## src/rtl/vector_stream_alu.sv

```systemverilog
// Streaming vector ALU: LANES elements per clock over the active length.
// Define VECTOR_ALU_SATURATE_EN for saturating add/sub/mul.
module vector_stream_alu #(
  parameter int BITS       = 8,
  parameter int N          = 64,
  parameter int LANES      = 8,
  parameter int MULT_SHIFT = 0
) (
  input  logic                     clk,
  input  logic                     rst,
  input  logic                     start,
  input  logic [2:0]               op_sel,
  input  logic                     scalar_sel,
  input  logic [BITS-1:0]          scalar,
  input  logic [N-1:0][BITS-1:0]   A,
  input  logic [BITS-1:0]          A_len,
  input  logic [N-1:0][BITS-1:0]   B,
  input  logic [BITS-1:0]          B_len,
  output logic                     busy,
  output logic                     done,
  output logic [N-1:0][BITS-1:0]   S,
  output logic [BITS-1:0]          S_len
);

  localparam int CH = N / LANES;
  localparam int KW = (CH > 1) ? $clog2(CH) : 1;
  localparam int IW = (N > 1) ? $clog2(N) : 1;
  localparam int NW = $clog2(N + 1);
  localparam int LW = ((BITS > NW) ? BITS : NW) + 1;
  localparam int PW = 2 * BITS;

  typedef enum logic [1:0] {IDLE, RUN, DONE} state_t;

  state_t                   state, next;
  logic [N-1:0][BITS-1:0]   a_r, b_r;
  logic [2:0]               op_r;
  logic [LW-1:0]            a_len_r, b_len_r, len_r;
  logic [KW-1:0]            k;
  logic [LW-1:0]            a_eff, b_eff, len_new, base;
  logic                     last;
  logic [LANES-1:0][BITS-1:0] res;

`ifdef VECTOR_ALU_SATURATE_EN
  localparam logic signed [PW-1:0] SMAX = PW'(2 ** (BITS - 1) - 1);
  localparam logic signed [PW-1:0] SMIN = ~SMAX;

  function automatic logic [BITS-1:0] fit(input logic signed [PW-1:0] v);
    if (v > SMAX)      fit = SMAX[BITS-1:0];
    else if (v < SMIN) fit = SMIN[BITS-1:0];
    else               fit = v[BITS-1:0];
  endfunction
`else
  function automatic logic [BITS-1:0] fit(input logic signed [PW-1:0] v);
    fit = v[BITS-1:0];
  endfunction
`endif

  function automatic logic [BITS-1:0] alu(
    input logic [2:0]      op,
    input logic [BITS-1:0] a,
    input logic [BITS-1:0] b
  );
    logic signed [PW-1:0] sa, sb, prod;
    sa   = PW'($signed(a));
    sb   = PW'($signed(b));
    prod = (sa * sb) >>> MULT_SHIFT;
    alu  = '0;
    unique case (op)
      3'b000: alu = fit(sa + sb);
      3'b001: alu = fit(sa - sb);
      3'b010: alu = fit(prod);
      3'b011: alu = (sa > sb) ? BITS'(1) : ((sa == sb) ? '0 : '1);
      3'b100: alu = a & b;
      3'b101: alu = a | b;
      3'b110: alu = a ^ b;
      3'b111: alu = ~a;
      default: alu = '0;
    endcase
  endfunction

  always_comb begin
    a_eff   = (LW'(A_len) > LW'(N)) ? LW'(N) : LW'(A_len);
    b_eff   = (LW'(B_len) > LW'(N)) ? LW'(N) : LW'(B_len);
    len_new = scalar_sel ? a_eff : ((a_eff > b_eff) ? a_eff : b_eff);
    base    = LW'(k) * LW'(LANES);
    last    = (base + LW'(LANES)) >= len_r;
  end

  // One chunk of lanes; indices past an operand's length read as zero
  always_comb begin
    logic [LW-1:0]   idx;
    logic [BITS-1:0] av, bv;
    idx = '0;
    av  = '0;
    bv  = '0;
    res = '0;
    for (int j = 0; j < LANES; j++) begin
      idx    = base + LW'(j);
      av     = (idx < a_len_r) ? a_r[idx[IW-1:0]] : '0;
      bv     = (idx < b_len_r) ? b_r[idx[IW-1:0]] : '0;
      res[j] = (idx < len_r) ? alu(op_r, av, bv) : '0;
    end
  end

  always_comb begin
    next = state;
    busy = 1'b0;
    done = 1'b0;
    unique case (state)
      IDLE: if (start) next = (len_new == '0) ? DONE : RUN;
      RUN: begin
        busy = 1'b1;
        if (last) next = DONE;
      end
      DONE: begin
        done = 1'b1;
        next = IDLE;
      end
      default: next = IDLE;
    endcase
  end

  always_ff @(posedge clk) begin
    if (rst) begin
      state <= IDLE;
      k     <= '0;
      S     <= '0;
      len_r <= '0;
    end else begin
      state <= next;
      unique case (state)
        IDLE: if (start) begin
          a_r     <= A;
          op_r    <= op_sel;
          a_len_r <= a_eff;
          // broadcast scalar covers every index
          b_len_r <= scalar_sel ? LW'(N) : b_eff;
          for (int i = 0; i < N; i++)
            b_r[i] <= scalar_sel ? scalar : B[i];
          len_r   <= len_new;
          k       <= '0;
          S       <= '0;
        end
        RUN: begin
          for (int c = 0; c < CH; c++)
            if (k == KW'(c))
              for (int j = 0; j < LANES; j++)
                S[c*LANES+j] <= res[j];
          k <= k + KW'(1);
        end
        default: ;
      endcase
    end
  end

  assign S_len = len_r[BITS-1:0];

endmodule

```

## config.mk

```make
export PLATFORM = sky130hd
export DESIGN_NAME = vector_stream_alu
export DESIGN_NICKNAME = d
export VERILOG_FILES = /design/src/rtl/vector_stream_alu.sv
export SDC_FILE = /design/constraint.sdc
export NUM_CORES = 2
export LEC_CHECK = 0
export ABC_AREA = 0
export CELL_PAD_IN_SITES_DETAIL_PLACEMENT = 0
export CELL_PAD_IN_SITES_GLOBAL_PLACEMENT = 1
export CORE_AREA = 2 2 621 623
export CTS_CLUSTER_DIAMETER = 150
export DETAILED_ROUTE_END_ITERATION = 10
export DIE_AREA = 0 0 623 625
export GPL_TIMING_DRIVEN = 0
export PLACE_DENSITY = 0.54
export RECOVER_POWER = 50
export SLEW_MARGIN = 20
export SYNTH_ARGS = -nofsm -noshare
export SYNTH_HDL_FRONTEND = slang
export SYNTH_SLANG_ARGS = --single-unit
```

## constraint.sdc

```tcl
create_clock -name clk -period 93.4 [get_ports clk]
set_input_delay 9.34 -clock clk [delete_from_list [all_inputs] [get_ports clk]]
set_output_delay 9.34 -clock clk [all_outputs]
set_load 0.005 [all_outputs]
```

# Word-level counts from Yosys, hierarchy flattened
# Index checks and enable logic that the tools add are counted.
# word_totals
regBits,1571
inputBits,1055
# op_classes
add_sub_neg,25
n_mul,8
magnitude_cmp,44
eq_ne,34
muxes,166
n_bitwise,33
n_reduce_logical,17
# op_table
op,count
$pmux 512 s2,1
$mux 8,124
$bmux 8 s6,14
$mux 512,1
$mux 64,8
$pmux 8 s8,8
$lt 7x9->1,21
$gt 8x8->1,9
$add 8x8->8,8
$and 8x8->8,8
$eq 8x8->1,8
$mul 8x8->8,8
$not 8->8,8
$or 8x8->8,8
$sub 8x8->8,8
$xor 8x8->8,8
$lt 6x7->1 const B,8
$bmux 8 s3,2
$add 6x3->7 const B,4
$lt 6x9->1,3
$reduce_and 3->1,9
$eq 3x3->1 const B,8
$ne 2x2->1 const B,10
$gt 8x7->1 const B,2
other kinds (20),31

# Longest topological paths before layout
# depth
depth_word,11
mapped_depth,28
ltp_nobuf,26

# Worst setup path after synthesis
# OpenSTA, ideal clock, no wires.
# synth_path
path_kind,input to register
start,in rst
end,reg a_len_r[0] (enable)
arrival_time_ps,80570
required_time_ps,89671
setup_slack_ps,9101
path_stages,4
path_cell_list,clkbuf_1 > clkbuf_1 > clkbuf_1 > nor3_1
# synth_via
elab_chain_len,2
# synth_lines
element,line_no,source
"start, declared",10,"input logic rst,"
$not 1->1 (no line),-,
$reduce_and 3->1 (no line),-,
"end signal, assigned",135,a_len_r <= a_eff;
"end, declared",37,"logic [LW-1:0] a_len_r, b_len_r, len_r;"
# Every way passes these cells.
# A chain may end at the register's enable or synchronous reset.

# Final worst setup path
# layout_path
start,in rst
end,reg a_r[436] (netlist name) (enable)
# layout_via
elab_chain_len,2
# layout_lines
element,line_no,source
$not 1->1 (no line),-,
$reduce_and 3->1 (no line),-,
"end signal, assigned",133,a_r <= A;
"end, declared",35,"logic [N-1:0][BITS-1:0] a_r, b_r;"
# Every way passes these cells.

==> summary by stage <==
Global routing
The via count of the first global-routing pass was 69400. The total routing usage reported by global routing is 0.254. The global-route wire length before repair is 658000 µm. The maximum number of pins on one net before global-route repair is 17.

Global routing finished with a remaining overflow of 0. The initial antenna violation count is between 200 and 250.

Synth
The mapped netlist covers between 80000 and 90000 µm². Yosys printed 0 warnings. In the synthesized netlist the dominant register cell turns out to be sky130_fd_sc_hd__edfxtp_1. The netlist uses 98 different library cells.

The mean area per synthesized cell is ~11 µm². The number of enable-type register cells in the synthesized netlist is about 1000. After technology mapping, the gate count stands at 7468. The share of flip-flops with an asynchronous set or reset after synthesis is 0. The number of flip-flops and latches in the synthesized netlist is 1568. For this run, the register share of the synthesized area comes to 0.521.

Final layout
The layout has 40100 filler cells. The multi-input combinational cells in the finished layout cover a total of 33400 µm². The layout cell share with drive strength beyond 1 is 0.105. The storage element area is 41800 µm². At the end of the flow, the number of nets in the layout was 11000. The signed area change from the synthesized netlist to the final layout is 39.5%.

Critical path
The type of origin of the critical path is a primary input. For the worst setup path, the data required time is between 90000 and 100000 ps. For this run, the slowest stage of the critical path takes 520 ps. The endpoint kind of the worst setup timing path is a flip-flop. The critical path runs through a total of 25 cells. The startpoint-to-endpoint class of the critical path is in -> reg. Counting both buffers and inverters, the worst setup path holds a total of 24. The dominant cell type by count on the critical path is sky130_fd_sc_hd__buf_4. In this run the critical register-to-register path is captured at S[255].

On the critical path, the stage with the largest delay is an instance of sky130_fd_sc_hd__clkbuf_1. The biggest fanout along the worst timing path is 12. Data arrives at the worst endpoint at 16470 ps. In this run the critical register-to-register path is launched from k[0]. The worst-case register-to-register setup slack is approximately 84000 ps.

On the critical path the largest part of the delay comes from buffers and inverters. The critical path ends at a_r[436]. The most critical setup path has its startpoint at rst. The path depth of the worst reg2reg path is 29.

STA
Dividing the final minimum period by the clock period gives 0.170. Setup repair after global routing left no endpoint under its margin. Setup violations remaining at the end of the flow were counted as 0. The number of hold violations in the final report was 0. At the pin with the least slew margin, the transition time is 2360 ps.

Derived from the worst setup path, the maximum achievable clock frequency is 63.1 MHz. For the finished layout, the period the worst path requires is 15860 ps. The final count of pins violating max slew is 61.

The worst pin sits at a relative slew slack of -0.584. The worst-case hold slack is 446 ps. Across the routed clock network, the largest skew measured is 143 ps.

Adding up every negative setup slack in the final design gives 0 ps.

Clocking
The CTS tree is built. Clock tree synthesis found a total of 1568 sinks. The number of clock buffers added by TritonCTS is 189.

The cts-stage hold buffer count is 0. The post-CTS setup buffer count is 0. The source-to-sink clock delay at the later pin of the worst-skew pair is 950 ps. The buffer depth of the longest clock path is 4. Clock-pin slew was measured on the worst setup and hold paths at 60 ps. The clock tree root driver cell is sky130_fd_sc_hd__clkbuf_16. Gates resized during post-CTS repair numbered 0. The H-tree depth is 4.

Routing
Summed over all layers, the routed wires come to 512000 µm. The antenna violation net count after detailed routing is 0. The routed layout has 68800 vias. The iteration count of the initial detailed-routing pass is 8. Dividing the detail-routed wire length by the instance count gives about 35 µm. The count of routing violations after the opening detailed-route iteration is 6446. For this run, design rule violations remaining after detail routing come to 0. Using the TritonRoute via totals, the vias-per-cell ratio works out to roughly 4.7.

Hold path
The type of the tightest min-delay check is reg -> reg.

Floorplanning
The floorplan row count is 228. The area of the die is 389000 µm². The starting density of the core is 0.209. The floorplan step set the die width to 623 µm.

In this run the standard cell core region covers about 380000 µm². The y dimension of the die is 625 µm. The I/O pin count is about 1600.

Run status
The final reports fail on capacitance limit, slew limit. The run finished, with violations left.

Place
The congestion estimate from routability-driven global placement came to 0.956. The count of input and output buffers is roughly 1600. Detailed placement finished with a half-perimeter wire length of ~430000 µm.

Power
In this run the static leakage power is roughly 44 nW. Across the VDD grid, the largest voltage drop is 0.0000164 V. The power density relative to cell area is 19.6 nW/µm². The total power consumption of the routed design is 2.20 mW.

Flow run
Max-cap violations in this run came to 6.
[cell usage in the layout (no fill, tap or decap), drive strengths merged, types with 23 or more instances in the layout]
cell type / instances
nand2b: 59
ha: 374
edfxtp: 1043
xor2: 44
o22ai: 25
a2111oi: 24
inv: 952
mux2i: 98
fa: 112
a21o: 61
diode: 106
nand3: 29
nor3: 34
clkdlybuf4s50: 537
o21ai: 635
xnor2: 146
mux4: 248
buf: 284
a22oi: 23
clkbuf: 626
o21bai: 40
a211oi: 75
nor2: 483
nand2: 1072
clkinv: 70
dfxtp: 525
dlygate4sd3: 1038
a221oi: 25
mux2: 32
nand3b: 27
a21oi: 654
[power breakdown]
| part | leakage (nW) | switching (mW) | total, mW | internal (mW) |
|---|---|---|---|---|
| sequential | 13.9 | 0.0148 | 0.799 | 0.784 |
| combinational | 26.5 | 0.395 | 0.632 | 0.237 |
| clock | 3.08 | 0.325 | 0.767 | 0.443 |
| total | 43.6 | 0.735 | 2.20 | 1.46 |
[how the worst min path moves through the flow]
stage	end	depth (start not counted)	startpoint
after floorplan	S[32]	2	S[32]
after global placement	S[110]	2	S[110]
after detailed placement	S[278]	2	S[278]
after CTS	S[278]	2	S[278]
after global routing	S[158]	2	S[158]
final	S[406]	2	S[406]
[through the flow]
stage / setup WS (ps) / cell area (µm²) / cells / util
2_1_floorplan: 9100 / 80300 / 7470 / -
3_3_place_gp: -21670 / 102000 / 14100 / 0.267
3_5_place_dp: 77380 / 106000 / 14300 / 0.276
4_1_cts: 78370 / 112000 / 14700 / 0.292
5_1_grt: 77060 / 112000 / 14700 / 0.292
6_report: 77540 / 112000 / 14800 / 0.292
[cell usage after synthesis, types with 60 or more instances]
cell | instances | area [µm²]
sky130_fd_sc_hd__nand2_1 | 1070 | 4020
sky130_fd_sc_hd__edfxtp_1 | 1043 | 31300
sky130_fd_sc_hd__inv_1 | 939 | 3520
sky130_fd_sc_hd__a21oi_1 | 648 | 3240
sky130_fd_sc_hd__o21ai_0 | 602 | 3010
sky130_fd_sc_hd__dfxtp_1 | 525 | 10500
sky130_fd_sc_hd__nor2_1 | 482 | 1810
sky130_fd_sc_hd__ha_1 | 374 | 4680
sky130_fd_sc_hd__clkbuf_1 | 340 | 1280
sky130_fd_sc_hd__mux4_2 | 215 | 4840
sky130_fd_sc_hd__xnor2_1 | 145 | 1270
sky130_fd_sc_hd__fa_1 | 112 | 2240
sky130_fd_sc_hd__mux2i_1 | 98 | 981
sky130_fd_sc_hd__a211oi_1 | 63 | 473
sky130_fd_sc_hd__a21o_1 | 60 | 450
[sequential cells by signal, indices dropped and copies added (netlist names)]
signal	cells
S	512
a_r	512
b_r	512
a_len_r	8
b_len_r	8
len_r	8
k	3
op_r	3
state	2
[per-layer routing]
metal  GRT usage  routed length, µm
met1       0.276             185000
met3      0.0510              33000
met2       0.453             257000
met5           0                585
met4       0.157              36300
[cell type report]
type,count,share of cell area
clock inverter,103,0.00965
buffer,456,0.0209
antenna,106,0.00237
multi-input combinational,4504,0.298
tap,5060,0.0565
clock buffer,245,0.0463
timing repair buffer,1784,0.161
sequential,1568,0.373
inverter,942,0.0316
[kinds of logic (layout without fill, tap and decap cells)]
family	count (synthesis)	count (layout)	synth area share
adders and majority gates	486	486	0.0862
muxes	378	378	0.0878
other	2	110	0.0000935
AOI/OAI and AO/OA	1662	1662	0.118
DFF	1568	1568	0.521
buffers and inverters	1398	3530	0.0738
and+or+nand+nor	1779	1779	0.0910
xor gates and xnor gates	195	195	0.0222
[worst register-to-register path: cells and delay by family, from the launching register on]
kind                     cells  cell delay (ps)
buffers and inverters       10             2690
AO/OA/AOI/OAI                7             2180
adder cells (fa/ha/maj)      6             2040
XOR/XNOR                     4             1060
flip-flops                   1              930
AND/OR/NAND/NOR              2              340
(Power assumes the default switching activity.)
